[config.mk]
export PLATFORM = sky130hd
export DESIGN_NAME = key_debounce
export DESIGN_NICKNAME = d
export VERILOG_FILES = /design/src/rtl/key_debounce.sv
export SDC_FILE = /design/constraint.sdc
export NUM_CORES = 1
export LEC_CHECK = 0
export BUFFER_PORTS_ARGS = -buffer_cell sky130_fd_sc_hd__buf_2
export CORE_ASPECT_RATIO = 0.75
export CORE_MARGIN = 2
export CORE_UTILIZATION = 42
export DETAILED_ROUTE_END_ITERATION = 12
export PLACE_DENSITY = 0.57
export SYNTH_ARGS = -nofsm -noshare
export SYNTH_HDL_FRONTEND = slang
export SYNTH_SLANG_ARGS = --single-unit
[constraint.sdc]
create_clock -name iCLK -period 4.4 [get_ports iCLK]
set_clock_uncertainty 0.2 [all_clocks]
set_input_delay 0.44 -clock iCLK [delete_from_list [all_inputs] [get_ports iCLK]]
set_output_delay 0.44 -clock iCLK [all_outputs]
set_load 0.005 [all_outputs]
[src/rtl/key_debounce.sv]
// rtl/key_debounce.sv - multi-channel key synchronizer, debouncer and long-press reset request
// Raw active-low keys become clean pressed levels, press/release pulses and a hold-to-reset request.
module key_debounce #(
  parameter int NUM_KEYS        = 2,
  parameter int DEBOUNCE_CYCLES = 500000,
  parameter int HOLD_CYCLES     = 100000000,
  parameter int HOLD_KEY        = 0
) (
  input  logic                iCLK,
  input  logic                iRST,
  input  logic [NUM_KEYS-1:0] iKEY_N,
  output logic [NUM_KEYS-1:0] oKEY,
  output logic [NUM_KEYS-1:0] oPRESS,
  output logic [NUM_KEYS-1:0] oRELEASE,
  output logic                oRSTN_REQ
);

  localparam int CW = (DEBOUNCE_CYCLES > 1) ? $clog2(DEBOUNCE_CYCLES) : 1;
  localparam int HW = $clog2(HOLD_CYCLES + 1);

  localparam logic [CW-1:0] DB_LAST   = CW'(DEBOUNCE_CYCLES - 1);
  localparam logic [HW-1:0] HOLD_LAST = HW'(HOLD_CYCLES - 1);
  localparam logic [HW-1:0] HOLD_SAT  = HW'(HOLD_CYCLES);

  logic [NUM_KEYS-1:0] syncMeta;
  logic [NUM_KEYS-1:0] syncOut;
  logic [NUM_KEYS-1:0] keySync;
  logic [CW-1:0]       dbCnt [NUM_KEYS];
  logic [HW-1:0]       holdCnt;

  // Sync flops hold the raw active-low key, so reset to 1 means released.
  always_ff @(posedge iCLK) begin
    if (iRST) begin
      syncMeta <= '1;
      syncOut  <= '1;
    end else begin
      syncMeta <= iKEY_N;
      syncOut  <= syncMeta;
    end
  end

  assign keySync = ~syncOut;

  always_ff @(posedge iCLK) begin
    if (iRST) begin
      oKEY     <= '0;
      oPRESS   <= '0;
      oRELEASE <= '0;
      for (int i = 0; i < NUM_KEYS; i++) begin
        dbCnt[i] <= '0;
      end
    end else begin
      oPRESS   <= '0;
      oRELEASE <= '0;
      for (int i = 0; i < NUM_KEYS; i++) begin
        if (keySync[i] == oKEY[i]) begin
          dbCnt[i] <= '0;
        end else if (dbCnt[i] == DB_LAST) begin
          // The pulse is registered alongside the level so both change on the same edge.
          oKEY[i]     <= keySync[i];
          oPRESS[i]   <= keySync[i];
          oRELEASE[i] <= ~keySync[i];
          dbCnt[i]    <= '0;
        end else begin
          dbCnt[i] <= dbCnt[i] + 1'b1;
        end
      end
    end
  end

  // Hold counter saturates one past the threshold so the request stays asserted.
  always_ff @(posedge iCLK) begin
    if (iRST) begin
      holdCnt   <= '0;
      oRSTN_REQ <= 1'b1;
    end else if (!oKEY[HOLD_KEY]) begin
      holdCnt   <= '0;
      oRSTN_REQ <= 1'b1;
    end else if (holdCnt == HOLD_LAST) begin
      holdCnt   <= HOLD_SAT;
      oRSTN_REQ <= 1'b0;
    end else if (holdCnt < HOLD_LAST) begin
      holdCnt <= holdCnt + 1'b1;
    end
  end

endmodule

Word level (Yosys, flattened, before mapping)
Memory sizes are Yosys's and may differ from the RTL's. Cells that the tools add are included.

Register bits: 38. Bits in writable memories: 38. Input bits: 4. Output and inout bits: 7. Logic and storage cells: 74. Memories kept: 1.

Add/subtract/negate cells: 3. Order comparisons: 1. Equality and inequality tests: 5. Mux-type cells: 32. Bitwise logic cells: 14. Reductions and logical operators: 7.

Memories: dbCnt (depth 2, bits a word 19, rd ports 2, clocked after Yosys merged registers in 0, write ports 2, line 28) `logic [CW-1:0] dbCnt [NUM_KEYS];`.

Operators by type and width (number): 19-bit 2-to-1 mux (6); 27-bit 2-to-1 mux (2); 19-bit by 1-bit adder with 19-bit output, second input constant (2); 19-bit equality test, second input constant (2); 27-bit by 1-bit adder with 27-bit output, second input constant (1); 27-bit equality test, second input constant (1); 27-bit less-than comparator, second input constant (1); 1-bit 2-to-1 mux (24); 3-bit OR reduction (3); 1-bit inverter (7); 1-bit OR (6); 2-bit AND reduction (2); 1-bit equality test (2); 2-bit inverter (1); 2-bit nonzero test (1); 2-bit OR reduction (1).

Depth between registers and ports, before layout
Depth after elaboration: 8. Mapped depth: 8. Mapped depth without buffers: 7.

Worst setup path before layout
No wires, ideal clock.

Path type: reg2reg. Start point: mem dbCnt[0][6] (netlist bit). End point: mem dbCnt[0][11] (netlist bit) (data pin). Library setup time: 0.254 ns. Data arrival time: 1.844 ns. Data required time: 3.946 ns. Path slack: 2.101 ns. Cell stages (with the launch flop): 8. Buffers on the path: 2. Period minus slack after synthesis: 2.299 ns. Path through: edfxtp_1 > or4b_2 > nor3_1 > and4_1 > or3_1 > buf_4 > buf_6 > nor2_1.

RTL lines (line): start, declared (28).

==> impl_results.md <==
* Run status: completed
* Primary FF master, synth: edfxtp_1
* CTS Sinks at 76
* Die area at 9820 um^2
* Power Dens Cells at roughly 340 nW/um^2
* Slew @ Worst Pin at between 0.6 and 0.7 ns
* Clk Latency, worst-skew pair at around 0.33 ns
* Largest net degree at the start of global routing at 20
* Chip height at 86.3 um
* CTS tree: built
* First-pass DRT Iterations at 4
* Die width at ~110 um
* Drt total wl at 6730 um
* DR DRC count at 0
* Simple logic cell fraction of the synthesized area at between 20% and 30%
* Num ports at 11
* Yosys top cell area share at between 30% and 40%
* Vias per cell at approximately 4.8
* P&R area growth vs syn at 14.1%
* Via count at approximately 2700
* Total track usage at 15.2%
* Num CTS Buffers at 9
* Top post-synthesis cells by count: 74 x nor2_1, 38 x dfxtp_1, 38 x edfxtp_1, 34 x xnor2_1, 31 x nand2_1
* Post-place setup slack at between 1.5 and 2 ns
* Crit end category: flop
* Initial Util at around 42%
* Yosys warns at 0
* Area leader, netlist: edfxtp_1
* Mapped Cells at 395
* Critical-path cell list: or4b_2 > nor3_1 > and4_1 > or3_1 > nor2_1
* Unique masters post-synth at 47
* Clock slew at reported path FFs at around 0.060 ns
* Max Clk Rate at about 370 MHz
* Final Hold Fails at 0
* Synth Area in XOR/XNOR at 12.2%
* Fin crit share at 60.8%
* Arrival time of the worst setup path at around 2.5 ns
* # diodes at 0
* Clock Tree Buf Depth at 2
* Wire length per cell at 12.0 um
* Compound-Gate Fraction of Synth Area at about 4.2%
* Max transition margin at approximately 57%
* Worst vdd ir at between 0.2 and 0.25 mV
* Ranking of synthesized cells by area: edfxtp_1 30%, dfxtp_1 20%, xnor2_1 7.8%
* Mapped Avg Cell Area at 9.61 um^2
* DR iter-0 viols at between 150 and 200
* Final critical-path setup slack at ~1.7 ns
* Final Critical Period at 2.67 ns
* Core box area at roughly 8900 um^2
* RePlAce Congestion at 0.783
* CP required at 4.26 ns
* Worst-path fanout max at 19
* Hold depth at 2
* CTS resizes at 0
* Number of synthesized flops with an enable pin at 38
* Fillers at 854
* Synth async-reset ratio at 0%
* HP Class: input pin to flop
* Antenna viol nets, final at 0
* # Post-CTS Setup Buffers at 0
* Final nets at 450
* Final setup viols at 0
* FP Rows at 30
* LEAKAGE at ~1.5 nW
* Clk root buf: clkbuf_16
* Crit Path Class: flop to flop
* First-pass GRT wire length at ~12000 um
* Main combinational cell family by area after synthesis: simple AND/OR/NAND/NOR gates
* Register area share after synthesis at 50.1%
* Slew Limit Fails at 0
* Mapped Area at roughly 3800 um^2
* CP max stage delay at roughly 0.7 ns
* CP max-delay cell: or4b_2
* Initial antenna violation count at 0
* Most frequent cell after synthesis: nor2_1
* Fraction of layout cells with a size suffix above 1 at under 10%
* Startpoint Class: flop
* Adder-Cell Fraction of Synth Area at less than 1%
* H-tree depth at 3
* Setup_tns at 0 ns
* # port buffers at 10
* Total congestion overflow at 0
* CTS Hold Bufs at 0
* Multiplexer share of the synthesized area at less than 1%
* Yosys reg bits at 76
* HPWL Detailed at between 4000 and 5000 um
* Vias in the first global route at between 2000 and 2500
* Post-route core utilization at 48.5%
* Max Cap Violations at 0
* RSZ-0062 raised after global routing: false
* Worst Reg-to-Reg Cells at 5
-- layout by cell type, fill, tap and decap left out, types with 7 or more instances in the layout --
cell       synthesis  layout
a21oi_1            7       7
and3_1            15      15
and4_1             7       7
buf_2              2      10
clkbuf_16          0       9
conb_1             1      38
dfxtp_1           38      38
edfxtp_1          38      38
inv_1             10      10
nand2_1           31      31
nand3_1           24      24
nand4_1           11      11
nor2_1            74      74
nor3_1            15      15
nor4_1             9       9
xnor2_1           34      34
xor2_1            19      19
-- cell type report --
| cell class | instances | area (um^2) | area share [%] |
|---|---|---|---|
| clock buffers | 10 | 229 | 5.29 |
| clock inverters | 6 | 38.8 | 0.896 |
| inverters | 10 | 37.5 | 0.867 |
| multi-input cells | 335 | 1930 | 44.5 |
| flip-flops and latches | 76 | 1900 | 43.9 |
| well taps | 112 | 140 | 3.24 |
| repair buffers | 11 | 57.6 | 1.33 |
-- routing by layer --
layer	GRT usage, %	part of all wire (%)
met4	3.77	0.53
met1	21.2	54
met2	22.5	42
met5	0	0
met3	5.73	3.7
-- registers in the layout, summed over array words and instances, names as in the netlist --
register	count
dbCnt	38
holdCnt	27
oKEY	2
oPRESS	2
oRELEASE	2
syncMeta	2
syncOut	2
oRSTN_REQ	1
-- path summary, 6_finish.rpt --
kind / startpoint / end / slack (ns)
setup / recovery: dbCnt[0][6]$_SDFFCE_PN0P_ / dbCnt[0][4]$_SDFFCE_PN0P_ / 1.73
hold / removal: iKEY_N[1] / syncMeta[1]$_SDFF_PP1_ / 0.09
setup reg to reg: dbCnt[0][6]$_SDFFCE_PN0P_ / dbCnt[0][4]$_SDFFCE_PN0P_ / 1.73
hold reg to reg: syncMeta[0]$_SDFF_PP1_ / syncOut[0]$_SDFF_PP1_ / 0.21
-- power breakdown --
part,switching (mW),internal [mW],leakage (nW)
sequential,0.0152,0.760,0.699
clock,0.285,0.382,0.137
combinational,0.0193,0.0140,0.709
total,0.320,1.16,1.54
-- cell families (layout without fill, tap and decap cells) --
group           after synthesis  after routing
compound gates               22             22
mux                           1              1
flops                        76             76
other cells                   1             38
buf+inv                      21             37
simple gates                218            218
fa+ha+maj                     3              3
xor+xnor                     53             53
-- per-stage QoR --
stage | cell area, um^2 | hold WS, ns | power [mW] | cells
2_1_floorplan | 3940 | 0.189 | 0.814 | 432
3_3_place_gp | 4060 | 0.194 | 0.822 | 544
3_5_place_dp | 4060 | 0.193 | 0.823 | 544
4_1_cts | 4330 | 0.0766 | 1.50 | 560
5_1_grt | 4330 | 0.0885 | 1.54 | 560
6_report | 4330 | 0.0912 | 1.48 | 560
-- worst max-delay path: cells and delay by family, from the launching register on --
family | cells | cell delay (ns)
simple gates | 5 | 1.78
flops | 1 | 0.43
(Power assumes the default switching activity.)
